[src/rtl/prog_loader_pkg.sv]
// Shared definitions for the byte-stream program loader: FSM encoding and frame field sizes.
package prog_loader_pkg;

  localparam int LEN_BYTES  = 2;
  localparam int WORD_BYTES = 4;

  typedef enum logic [2:0] {
    ST_LEN0 = 3'd0,
    ST_LEN1 = 3'd1,
    ST_DATA = 3'd2,
    ST_CSUM = 3'd3,
    ST_DONE = 3'd4,
    ST_ERR  = 3'd5
  } state_t;

endpackage

[src/rtl/prog_loader_if.sv]
// Inbound byte stream plus instruction-memory write port of the program loader.
interface prog_loader_if #(
  parameter int ADDR_W = 10
) ();
  logic [7:0]        in_data;
  logic              in_valid;
  logic              in_ready;
  logic              imem_we;
  logic [ADDR_W-1:0] imem_addr;
  logic [31:0]       imem_wdata;

  modport master (
    output in_data, in_valid,
    input  in_ready, imem_we, imem_addr, imem_wdata
  );

  modport slave (
    input  in_data, in_valid,
    output in_ready, imem_we, imem_addr, imem_wdata
  );
endinterface

[src/rtl/prog_loader_word_assembler.sv]
// Collects little-endian bytes into 32-bit words and emits a one-cycle registered write strobe.
module word_assembler
  import prog_loader_pkg::*;
(
  input  logic        clk,
  input  logic        reset,
  input  logic        i_clear,
  input  logic        i_valid,
  input  logic [7:0]  i_byte,
  output logic        o_last,
  output logic        o_we,
  output logic [31:0] o_wdata
);
  localparam int IDX_W = $clog2(WORD_BYTES);
  localparam logic [IDX_W-1:0] LAST_IDX = IDX_W'(WORD_BYTES - 1);

  logic [IDX_W-1:0] r_idx;
  logic [23:0]      r_shift;
  logic             r_we;
  logic [31:0]      r_wdata;

  assign o_last  = i_valid && (r_idx == LAST_IDX);
  assign o_we    = r_we;
  assign o_wdata = r_wdata;

  always_ff @(posedge clk) begin
    if (!reset) begin
      r_idx   <= '0;
      r_shift <= '0;
      r_we    <= 1'b0;
      r_wdata <= '0;
    end else begin
      r_we <= 1'b0;
      if (i_clear) begin
        r_idx   <= '0;
        r_shift <= '0;
      end else if (i_valid) begin
        // Bytes enter at the top so byte0 ends up in the least-significant lane.
        if (r_idx == LAST_IDX) begin
          r_wdata <= {i_byte, r_shift};
          r_we    <= 1'b1;
          r_idx   <= '0;
        end else begin
          r_shift <= {i_byte, r_shift[23:8]};
          r_idx   <= r_idx + IDX_W'(1);
        end
      end
    end
  end
endmodule

[src/rtl/prog_loader.sv]
// Loads a framed, checksummed program image into instruction memory and holds the CPU in reset until done.
module prog_loader
  import prog_loader_pkg::*;
#(
  parameter int ADDR_W    = 10,
  parameter int MAX_WORDS = 256,
  parameter int BASE_ADDR = 0
) (
  input  logic            clk,
  input  logic            reset,
  prog_loader_if.slave    bus,
  input  logic            restart,
  output logic            cpu_reset_n,
  output logic            done,
  output logic            error
);
  localparam logic [ADDR_W-1:0] BASE    = ADDR_W'(BASE_ADDR);
  localparam logic [16:0]       MAX_LEN = 17'(MAX_WORDS);

  state_t            r_state;
  logic [15:0]       r_len;
  logic [15:0]       r_word_cnt;
  logic [7:0]        r_csum;
  logic              r_in_ready;
  logic              r_done;
  logic              r_error;
  logic              r_cpu_reset_n;
  logic [ADDR_W-1:0] r_imem_addr;

  logic              w_accept;
  logic [15:0]       w_len;
  logic              w_last_byte;
  logic              w_restart_go;
  logic [ADDR_W-1:0] w_word_addr;
  logic              w_we;
  logic [31:0]       w_wdata;

  assign w_accept     = bus.in_valid && r_in_ready;
  assign w_len        = {bus.in_data, r_len[7:0]};
  assign w_restart_go = restart && (r_state == ST_DONE || r_state == ST_ERR);
  assign w_word_addr  = BASE + {r_word_cnt[ADDR_W-3:0], 2'b00};

  word_assembler u_asm (
    .clk     (clk),
    .reset   (reset),
    .i_clear (w_restart_go),
    .i_valid (w_accept && (r_state == ST_DATA)),
    .i_byte  (bus.in_data),
    .o_last  (w_last_byte),
    .o_we    (w_we),
    .o_wdata (w_wdata)
  );

  assign bus.in_ready   = r_in_ready;
  assign bus.imem_we    = w_we;
  assign bus.imem_addr  = r_imem_addr;
  assign bus.imem_wdata = w_wdata;
  assign cpu_reset_n    = r_cpu_reset_n;
  assign done           = r_done;
  assign error          = r_error;

  always_ff @(posedge clk) begin
    if (!reset) begin
      r_state       <= ST_LEN0;
      r_len         <= '0;
      r_word_cnt    <= '0;
      r_csum        <= '0;
      r_in_ready    <= 1'b1;
      r_done        <= 1'b0;
      r_error       <= 1'b0;
      r_cpu_reset_n <= 1'b0;
      r_imem_addr   <= BASE;
    end else begin
      case (r_state)
        ST_LEN0: if (w_accept) begin
          r_len[7:0] <= bus.in_data;
          r_csum     <= r_csum ^ bus.in_data;
          r_state    <= ST_LEN1;
        end
        ST_LEN1: if (w_accept) begin
          r_len[15:8] <= bus.in_data;
          r_csum      <= r_csum ^ bus.in_data;
          if ({1'b0, w_len} > MAX_LEN) begin
            r_state    <= ST_ERR;
            r_in_ready <= 1'b0;
            r_error    <= 1'b1;
          end else if (w_len == 16'd0) begin
            r_state <= ST_CSUM;
          end else begin
            r_state <= ST_DATA;
          end
        end
        ST_DATA: if (w_accept) begin
          r_csum <= r_csum ^ bus.in_data;
          // Address is latched alongside the word so it is valid in the strobe cycle.
          if (w_last_byte) begin
            r_imem_addr <= w_word_addr;
            r_word_cnt  <= r_word_cnt + 16'd1;
            if (r_word_cnt == r_len - 16'd1) r_state <= ST_CSUM;
          end
        end
        ST_CSUM: if (w_accept) begin
          r_in_ready <= 1'b0;
          if (bus.in_data == r_csum) begin
            r_state       <= ST_DONE;
            r_done        <= 1'b1;
            r_cpu_reset_n <= 1'b1;
          end else begin
            r_state <= ST_ERR;
            r_error <= 1'b1;
          end
        end
        ST_DONE, ST_ERR: if (restart) begin
          r_state       <= ST_LEN0;
          r_len         <= '0;
          r_word_cnt    <= '0;
          r_csum        <= '0;
          r_in_ready    <= 1'b1;
          r_done        <= 1'b0;
          r_error       <= 1'b0;
          r_cpu_reset_n <= 1'b0;
        end
        default: begin
          r_state    <= ST_LEN0;
          r_in_ready <= 1'b1;
        end
      endcase
    end
  end
endmodule

[src/flat_wrapper.sv]
// flat-port wrapper written by rule: the top's interface ports become plain ports
module prog_loader_flat import prog_loader_pkg::*;
#(
  parameter int ADDR_W    = 10,
  parameter int MAX_WORDS = 256,
  parameter int BASE_ADDR = 0
)
  (clk, reset, restart, cpu_reset_n, done, error, bus_in_data, bus_in_valid, bus_in_ready, bus_imem_we, bus_imem_addr, bus_imem_wdata);
  prog_loader_if #(.ADDR_W(ADDR_W)) bus_i ();
  input  logic clk;
  input  logic reset;
  input  logic restart;
  output logic cpu_reset_n;
  output logic done;
  output logic error;
  input wire logic [$bits(bus_i.in_data)-1:0] bus_in_data;
  input wire logic [$bits(bus_i.in_valid)-1:0] bus_in_valid;
  output wire logic [$bits(bus_i.in_ready)-1:0] bus_in_ready;
  output wire logic [$bits(bus_i.imem_we)-1:0] bus_imem_we;
  output wire logic [$bits(bus_i.imem_addr)-1:0] bus_imem_addr;
  output wire logic [$bits(bus_i.imem_wdata)-1:0] bus_imem_wdata;
  assign bus_i.in_data = bus_in_data;
  assign bus_i.in_valid = bus_in_valid;
  assign bus_in_ready = bus_i.in_ready;
  assign bus_imem_we = bus_i.imem_we;
  assign bus_imem_addr = bus_i.imem_addr;
  assign bus_imem_wdata = bus_i.imem_wdata;
  prog_loader #(.ADDR_W(ADDR_W), .MAX_WORDS(MAX_WORDS), .BASE_ADDR(BASE_ADDR)) u_core (.clk(clk), .reset(reset), .bus(bus_i), .restart(restart), .cpu_reset_n(cpu_reset_n), .done(done), .error(error));
endmodule
[config.mk]
export PLATFORM = sky130hd
export DESIGN_NAME = prog_loader_flat
export DESIGN_NICKNAME = d
export VERILOG_FILES = /design/src/rtl/prog_loader_pkg.sv /design/src/rtl/prog_loader_if.sv /design/src/rtl/prog_loader_word_assembler.sv /design/src/rtl/prog_loader.sv /design/src/flat_wrapper.sv
export SDC_FILE = /design/constraint.sdc
export NUM_CORES = 1
export LEC_CHECK = 0
export ABC_AREA = 1
export BUFFER_PORTS_ARGS = -buffer_cell sky130_fd_sc_hd__buf_2
export CAP_MARGIN = 20
export CORE_MARGIN = 3
export CORE_UTILIZATION = 59
export DETAILED_ROUTE_END_ITERATION = 10
export PLACE_DENSITY = 0.8
export SYNTH_ARGS = -nofsm -noshare
export SYNTH_HDL_FRONTEND = slang
export SYNTH_HIERARCHICAL = 1
export SYNTH_SLANG_ARGS = --single-unit
export TNS_END_PERCENT = 30
[constraint.sdc]
create_clock -name clk -period 2.45 [get_ports clk]
set_input_delay 0.3675 -clock clk [delete_from_list [all_inputs] [get_ports clk]]
set_output_delay 0.3675 -clock clk [all_outputs]
set_load 0.02 [all_outputs]
==> results of run 1 <==
## cell usage in the layout, fill, tap and decap left out, drive strengths merged
master / n
nor2: 175
xnor2: 11
and2: 1
nand3b: 2
conb: 2
a21oi: 49
nand3: 26
nand2: 185
a31oi: 5
and3: 2
or3: 7
buf: 69
clkinvlp: 5
dfxtp: 113
clkinv: 4
a31o: 1
nor3: 11
inv: 99
bufinv: 4
o21bai: 1
nand4: 3
clkbuf: 19
a21o: 1
o211ai: 1
nor4: 4
a211oi: 3
ha: 5
xor2: 11
o21ai: 60
## metal layers
metal / global-route usage [%] / vias up / part of all wire, %
li1: - / 2635 / -
met4: 10.8 / 0 / 2.1
met1: 35.9 / 2400 / 43
met3: 5.94 / 30 / 6.9
met2: 45.8 / 217 / 48
met5: 0 / - / 0
## tightest hold or removal path, stage by stage
cell and delay (ns):
buf_2 0.15, nand2_1 0.08, nor2_1 0.03
## worst max path at each step
stage	from	endpoint	slack, ns	cells past startpoint
after floorplan	u_core/bus.in_ready$_SDFFE_PN1P_	u_core/r_word_cnt[14]$_SDFFE_PN0P_	0.35	13
after CTS	u_core/r_state[2]$_SDFFE_PN0P_	u_core/r_word_cnt[14]$_SDFFE_PN0P_	0.22	14
after detailed placement	u_core/r_state[2]$_SDFFE_PN0P_	u_core/r_word_cnt[14]$_SDFFE_PN0P_	0.24	14
after global routing	u_core/r_state[0]$_SDFFE_PN0P_	u_core/r_word_cnt[14]$_SDFFE_PN0P_	-0.006	14
final	u_core/r_state[0]$_SDFFE_PN0P_	u_core/r_word_cnt[14]$_SDFFE_PN0P_	0.23	14
after global placement	bus_in_valid	u_core/r_word_cnt[14]$_SDFFE_PN0P_	0.39	14
## kinds of logic after synthesis
kind of cell	Yosys count	synth area share, %
adder cells (fa/ha/maj)	5	1.15
buffers and inverters	127	9.93
AND/OR/NAND/NOR	416	31.7
XOR/XNOR	22	3.56
other	1	0.0692
AO/OA/AOI/OAI	121	11.8
flip-flops	113	41.7
## registers in the layout, summed over array words and instances, names as in the netlist
register / count
u_core/bus.in_ready: 1
u_core/u_asm/o_we: 1
u_core/error: 1
u_core/u_asm/r_idx: 2
u_core/r_state: 3
u_core/r_word_cnt: 16
u_core/cpu_reset_n: 1
u_core/r_len: 16
u_core/bus.imem_addr: 8
u_core/u_asm/o_wdata: 32
u_core/u_asm/r_shift: 24
u_core/r_csum: 8
## Yosys cell counts (3+ instances only)
cell      number
a211oi_1       3
a21oi_1       48
a31oi_1        5
buf_2         10
buf_4          8
clkbuf_1       4
clkbuf_2       3
dfxtp_1      113
ha_1           5
inv_1         93
inv_2          4
nand2_1      183
nand3_1       25
nand4_1        3
nor2_1       168
nor2_2         3
nor2_4         4
nor3_1        11
nor4_1         3
o21ai_0       54
o21ai_1        6
or3_1          7
xnor2_1       11
xor2_1        11
## through the flow
stage | power [mW] | cell area, um^2 | setup WS [ns] | setup TNS [ns] | hold WS [ns]
after CTS | 7.24 | 6380 | 0.223 | 0 | 0.134
after global placement | 4.59 | 5770 | 0.391 | 0 | 0.458
after detailed placement | 4.68 | 5770 | 0.242 | 0 | 0.472
final | 7.30 | 6400 | 0.233 | 0 | 0.160
after global routing | 7.73 | 6400 | -0.00638 | -0.00638 | 0.166
after floorplan | 4.09 | 5420 | 0.353 | 0 | 0.451
## what timing repair did
| action | CTS | global route |
|---|---|---|
| gates resized for setup | 0 | 3 |
| hold buffers | 0 | 0 |
| hold endpoints to repair | 0 | 0 |
| endpoints found under the setup margin | 0 | 5 |
| setup buffers | 0 | 2 |
## layout make-up
cell class                      instances  share of cell area (%)
Multi-Input combinational cell        566                    41.2
Sequential cell                       113                    35.3
Clock buffer                           19                    6.59
Timing Repair Buffer                   69                    6.10
Inverter                               99                    5.81
Clock inverter                         13                    2.89
Tap cell                              108                    2.11
## power breakdown
part           internal, mW  switching (mW)
clock                  1.65           0.887
combinational         0.799            1.49
sequential             2.17           0.311
total                  4.62            2.69
==> results.ini, run 1 <==
[floorplan]
rows=34
initial_utilization_pct=61.5
boundaryPins=59
dieWidth_um=102
core_area_um2=8810
die_h_um=102
dieArea_um2=10400

[yosys]
netlist_area_um2=5420
synth_edf_count=0
synth-seq-cells=113
ys_dominant_reg_cell=dfxtp_1
synthCells=805
synth_top_cell_area_share_pct=41.7
ys_top_cells_by_area=dfxtp_1 42%, nand2_1 13%, nor2_1 12%, inv_1 6.4%, o21ai_0 5.0%
async_reset_ff_share_pct=0
synth.distinct_cells=39
ys_seq_area_share_pct=41.7
avgSynthCellArea_um2=6.73
yosysTopAreaCell=dfxtp_1
ys_warn_count=6

[cts]
cts_tree=yes
clk_latency_ns=0.51
ctsRootBufferMaster=clkbuf_8
cts_inserted_buffers=17
clock_sinks=113
clk_pin_slew_ns=0.06
cts_buffer_depth=2
cts_max_level=4

[worst_setup_path]
crit_arrival_ns=2.62
crit_required_ns=2.86
crit_path_start_kind=register
critPathCaptureType=register
crit_path_cell_trace=nor2_4, nand2_2, nor2_2, nand2_1, inv_1, inv_1, o21ai_1, nand2_2, nor2_4, nand2_2, nor4_4, nand2_1, o21ai_1, nor2_1
path_buf_inv=2
critPathMostFrequentCell=nand2_2
rrSetupSlack_ns=0.23
path_class=register to register
slowest_stage=dfxtp_1
crit_family=simple AND/OR/NAND/NOR gates
timing.rr.start=u_core/r_state[0]$_SDFFE_PN0P_
regToRegEndpoint=u_core/r_word_cnt[14]$_SDFFE_PN0P_
crit_fanout=6
slowest_delay_ns=0.34
rr_worst_depth=14

[global_routing]
antenna_found_initial=0
overflow=0
grt_pass1_wl_mm=22.8
track_usage_pct=27.8
grt_max_degree=66
grt_pass1_vias=4836

[sta]
fin_crit_sh_pct=90.5
finalCriticalPeriod_ns=2.22
finalHoldViolCount=0
setup_viol=0
tightestPinTransition_ns=0.610
slew-limit-headroom_pct=59.0
drv_slew=0
fin_worst_skew_ns=0.00797
max_freq_ghz=0.451

[drt]
dr.first_iter.drc_count=358
final_antenna_net_count=0
wl_per_cell_um=14.2
routed_wl_mm=14.0
vias=5282
drc=0
post_drt_via_cell_ratio=5.35
first_pass_iters=5

[placement]
dp_hpwl_mm=9.82
io_buffers=56
gp_congestion=1.01
dp_cells=953

[power_and_ir_drop]
power.density_nw_per_um2=1140
ir_worst_vdd_uv=579
leakagePower_nw=3.15

[layout]
final_cells=987
area_delta_synth_final_pct=18.1
multi_input_area_um2=2640
fill_cells=702
nets=883
fin_util_pct=72.7
drive_gt1_share_pct=13.8
antenna_cells=0
regArea_um2=2260

[worst_hold_path]
hold-path-endpoint=u_core/r_state[0]$_SDFFE_PN0P_
hp-class=primary input to register
hp-start=reset
hold-path-cell-count=3

[run]
cap_violations=0

[outcome]
status=finished clean

(Power assumes the default switching activity.)
==> run 2, diff against run 1 <==
RECOVER_POWER = 25   (was default)
==> run 2 against run 1 <==
Against the previous run: core utilization shrank 0.55 points; sequential cell count is the same; highest routed layer unchanged; clock skew grew 0.0026 ns; largest power group unchanged.
==> results.ini, run 2 (synthesis results as in run 1) <==
[sta]
drv_slew=0  ; unchanged
finalHoldViolCount=0  ; unchanged
tightestPinTransition_ns=0.585  ; -0.0252 ns
fin_crit_sh_pct=90.4  ; about the same
fin_worst_skew_ns=0.0106  ; +0.00264 ns
finalCriticalPeriod_ns=2.22  ; -0.00104 ns
slew-limit-headroom_pct=60.7  ; +1.7 points
setup_viol=0  ; unchanged
max_freq_ghz=0.451  ; about the same
setup_tns_ns=0  ; unchanged

[drt]
routed_wl_mm=14.1  ; +0.11%
dr.first_iter.drc_count=354  ; -1.1%
vias=5261  ; -0.40%
drc=0  ; unchanged
first_pass_iters=5  ; unchanged
wl_per_cell_um=14.2  ; +0.11%
final_antenna_net_count=0  ; unchanged
post_drt_via_cell_ratio=5.33  ; -0.40%

[layout]
fill_cells=728  ; +3.7%
final_common_cell=nand2_1
nets=883  ; unchanged
antenna_cells=0  ; unchanged
regArea_um2=2260  ; unchanged
layout_common_cells=181 x nand2_1, 167 x nor2_1, 113 x dfxtp_1, 93 x inv_1, 54 x o21ai_0
fin_util_pct=72.1  ; -0.55 points
drive_gt1_share_pct=9.33  ; -4.4 points
largest_reg_flops=32  ; unchanged
multi_input_area_um2=2640  ; unchanged
area_delta_synth_final_pct=17.2

[floorplan]
die_h_um=102  ; unchanged
core_area_um2=8810  ; unchanged
rows=34  ; unchanged
boundaryPins=59  ; unchanged
initial_utilization_pct=61.5  ; unchanged
dieWidth_um=102  ; unchanged
dieArea_um2=10400  ; unchanged

[worst_setup_path]
crit_required_ns=2.86  ; about the same
slowest_stage=dfxtp_1
crit_fanout=6  ; unchanged
critPathMostFrequentCell=nand2_2
slowest_delay_ns=0.34  ; about the same
crit_path_cell_trace=nor2_4, nand2_2, nor2_2, nand2_1, inv_1, inv_1, o21ai_1, nand2_2, nor2_4, nand2_2, nor4_4, nand2_1, o21ai_1, nor2_1
crit_arrival_ns=2.62  ; about the same
critPathCaptureType=register
crit_path_start_kind=register
path_class=register to register

[power_and_ir_drop]
swShare_pct=36.8  ; +0.046 points
internal_power_mw=4.61  ; -0.21%
leakagePower_nw=2.98  ; -5.4%
p_sw_mw=2.68  ; about the same
p_clk_share_pct=34.8  ; about the same
power.density_nw_per_um2=1150  ; +0.63%
seq_power_share_pct=34.0  ; about the same
total_power_mw=7.29  ; -0.14%
ir_worst_vdd_uv=576  ; -0.39%
pwr-share-comb_pct=31.2  ; about the same

[global_routing]
antenna_found_initial=0  ; unchanged
grt_max_degree=66  ; unchanged
overflow=0  ; unchanged
track_usage_pct=27.8  ; unchanged
grt_pass1_wl_mm=22.8  ; unchanged
grt_pass1_vias=4836  ; unchanged

[worst_hold_path]
hp-class=primary input to register

[cts]
clock_sinks=113  ; unchanged
cts_max_level=4  ; unchanged
clk_pin_slew_ns=0.06  ; about the same
cts_tree=yes
cts_inserted_buffers=17  ; unchanged
clk_latency_ns=0.51  ; about the same
cts_buffer_depth=2  ; unchanged
ctsRootBufferMaster=clkbuf_8

[placement]
gp_congestion=1.01  ; unchanged
io_buffers=56  ; unchanged
dp_hpwl_mm=9.82  ; unchanged

[outcome]
status=finished clean

[run]
cap_violations=0  ; unchanged

==> run 2: power by group through the flow <==
stage / Combinational, mW / Sequential (mW) / Clock [mW]
after floorplan: 1.62 / 2.47 / 0
after global placement: 2.11 / 2.48 / 0
final: 2.28 / 2.48 / 2.54
after global routing: 2.57 / 2.51 / 2.64
after CTS: 2.22 / 2.47 / 2.56
after detailed placement: 2.18 / 2.50 / 0
==> run 2: critical path, delay by kind of cell, from the launching register on <==
family                 cells  cell delay, ns
AO/OA/AOI/OAI              2            0.29
buffers and inverters      2            0.13
flip-flops                 1            0.34
AND/OR/NAND/NOR           10            1.36
==> run 2: path summary, 6_finish.rpt <==
| path | to | from | slack [ns] | cells after the start |
|---|---|---|---|---|
| worst max-delay path | u_core/r_word_cnt[14]$_SDFFE_PN0P_ | u_core/r_state[0]$_SDFFE_PN0P_ | 0.23 | 14 |
| worst min-delay path | u_core/r_state[0]$_SDFFE_PN0P_ | reset | 0.16 | 3 |
| worst max register to register | u_core/r_word_cnt[14]$_SDFFE_PN0P_ | u_core/r_state[0]$_SDFFE_PN0P_ | 0.23 | 14 |
| worst min register to register | u_core/r_csum[0]$_SDFFE_PN0P_ | u_core/r_csum[0]$_SDFFE_PN0P_ | 0.48 | 2 |
==> run 2: layer usage <==
metal | vias up | track usage [%] | share of wire (%)
met1 | 2400 | 35.9 | 43
met3 | 33 | 5.94 | 6.2
met2 | 192 | 45.8 | 48
li1 | 2636 | - | -
met4 | 0 | 10.8 | 2.0
met5 | - | 0 | 0
==> run 2: layout make-up <==
cell class                 instances  area share (%)
multi-input combinational        566            41.5
sequential                       113            35.6
clock buffer                      19            6.64
inverter                          99            5.85
timing repair buffer              69            5.38
clock inverter                    13            2.92
tap                              108            2.13
==> run 2: repair_timing <==
item                                    4_1_cts  5_1_grt
hold buffers                                  0        0
endpoints found under the hold margin         0        0
setup buffers                                 0        2
gates resized for setup                       0        3
endpoints found under the setup margin        0        5
==> run 2: stage by stage <==
| stage | setup WS (ns) | cells | instance area, um^2 | hold slack [ns] |
|---|---|---|---|---|
| after floorplan | 0.353 | 806 | 5420 | 0.451 |
| final | 0.234 | 987 | 6350 | 0.156 |
| after CTS | 0.223 | 985 | 6380 | 0.134 |
| after detailed placement | 0.242 | 953 | 5770 | 0.472 |
| after global routing | -0.00638 | 987 | 6350 | 0.166 |
| after global placement | 0.391 | 953 | 5770 | 0.458 |
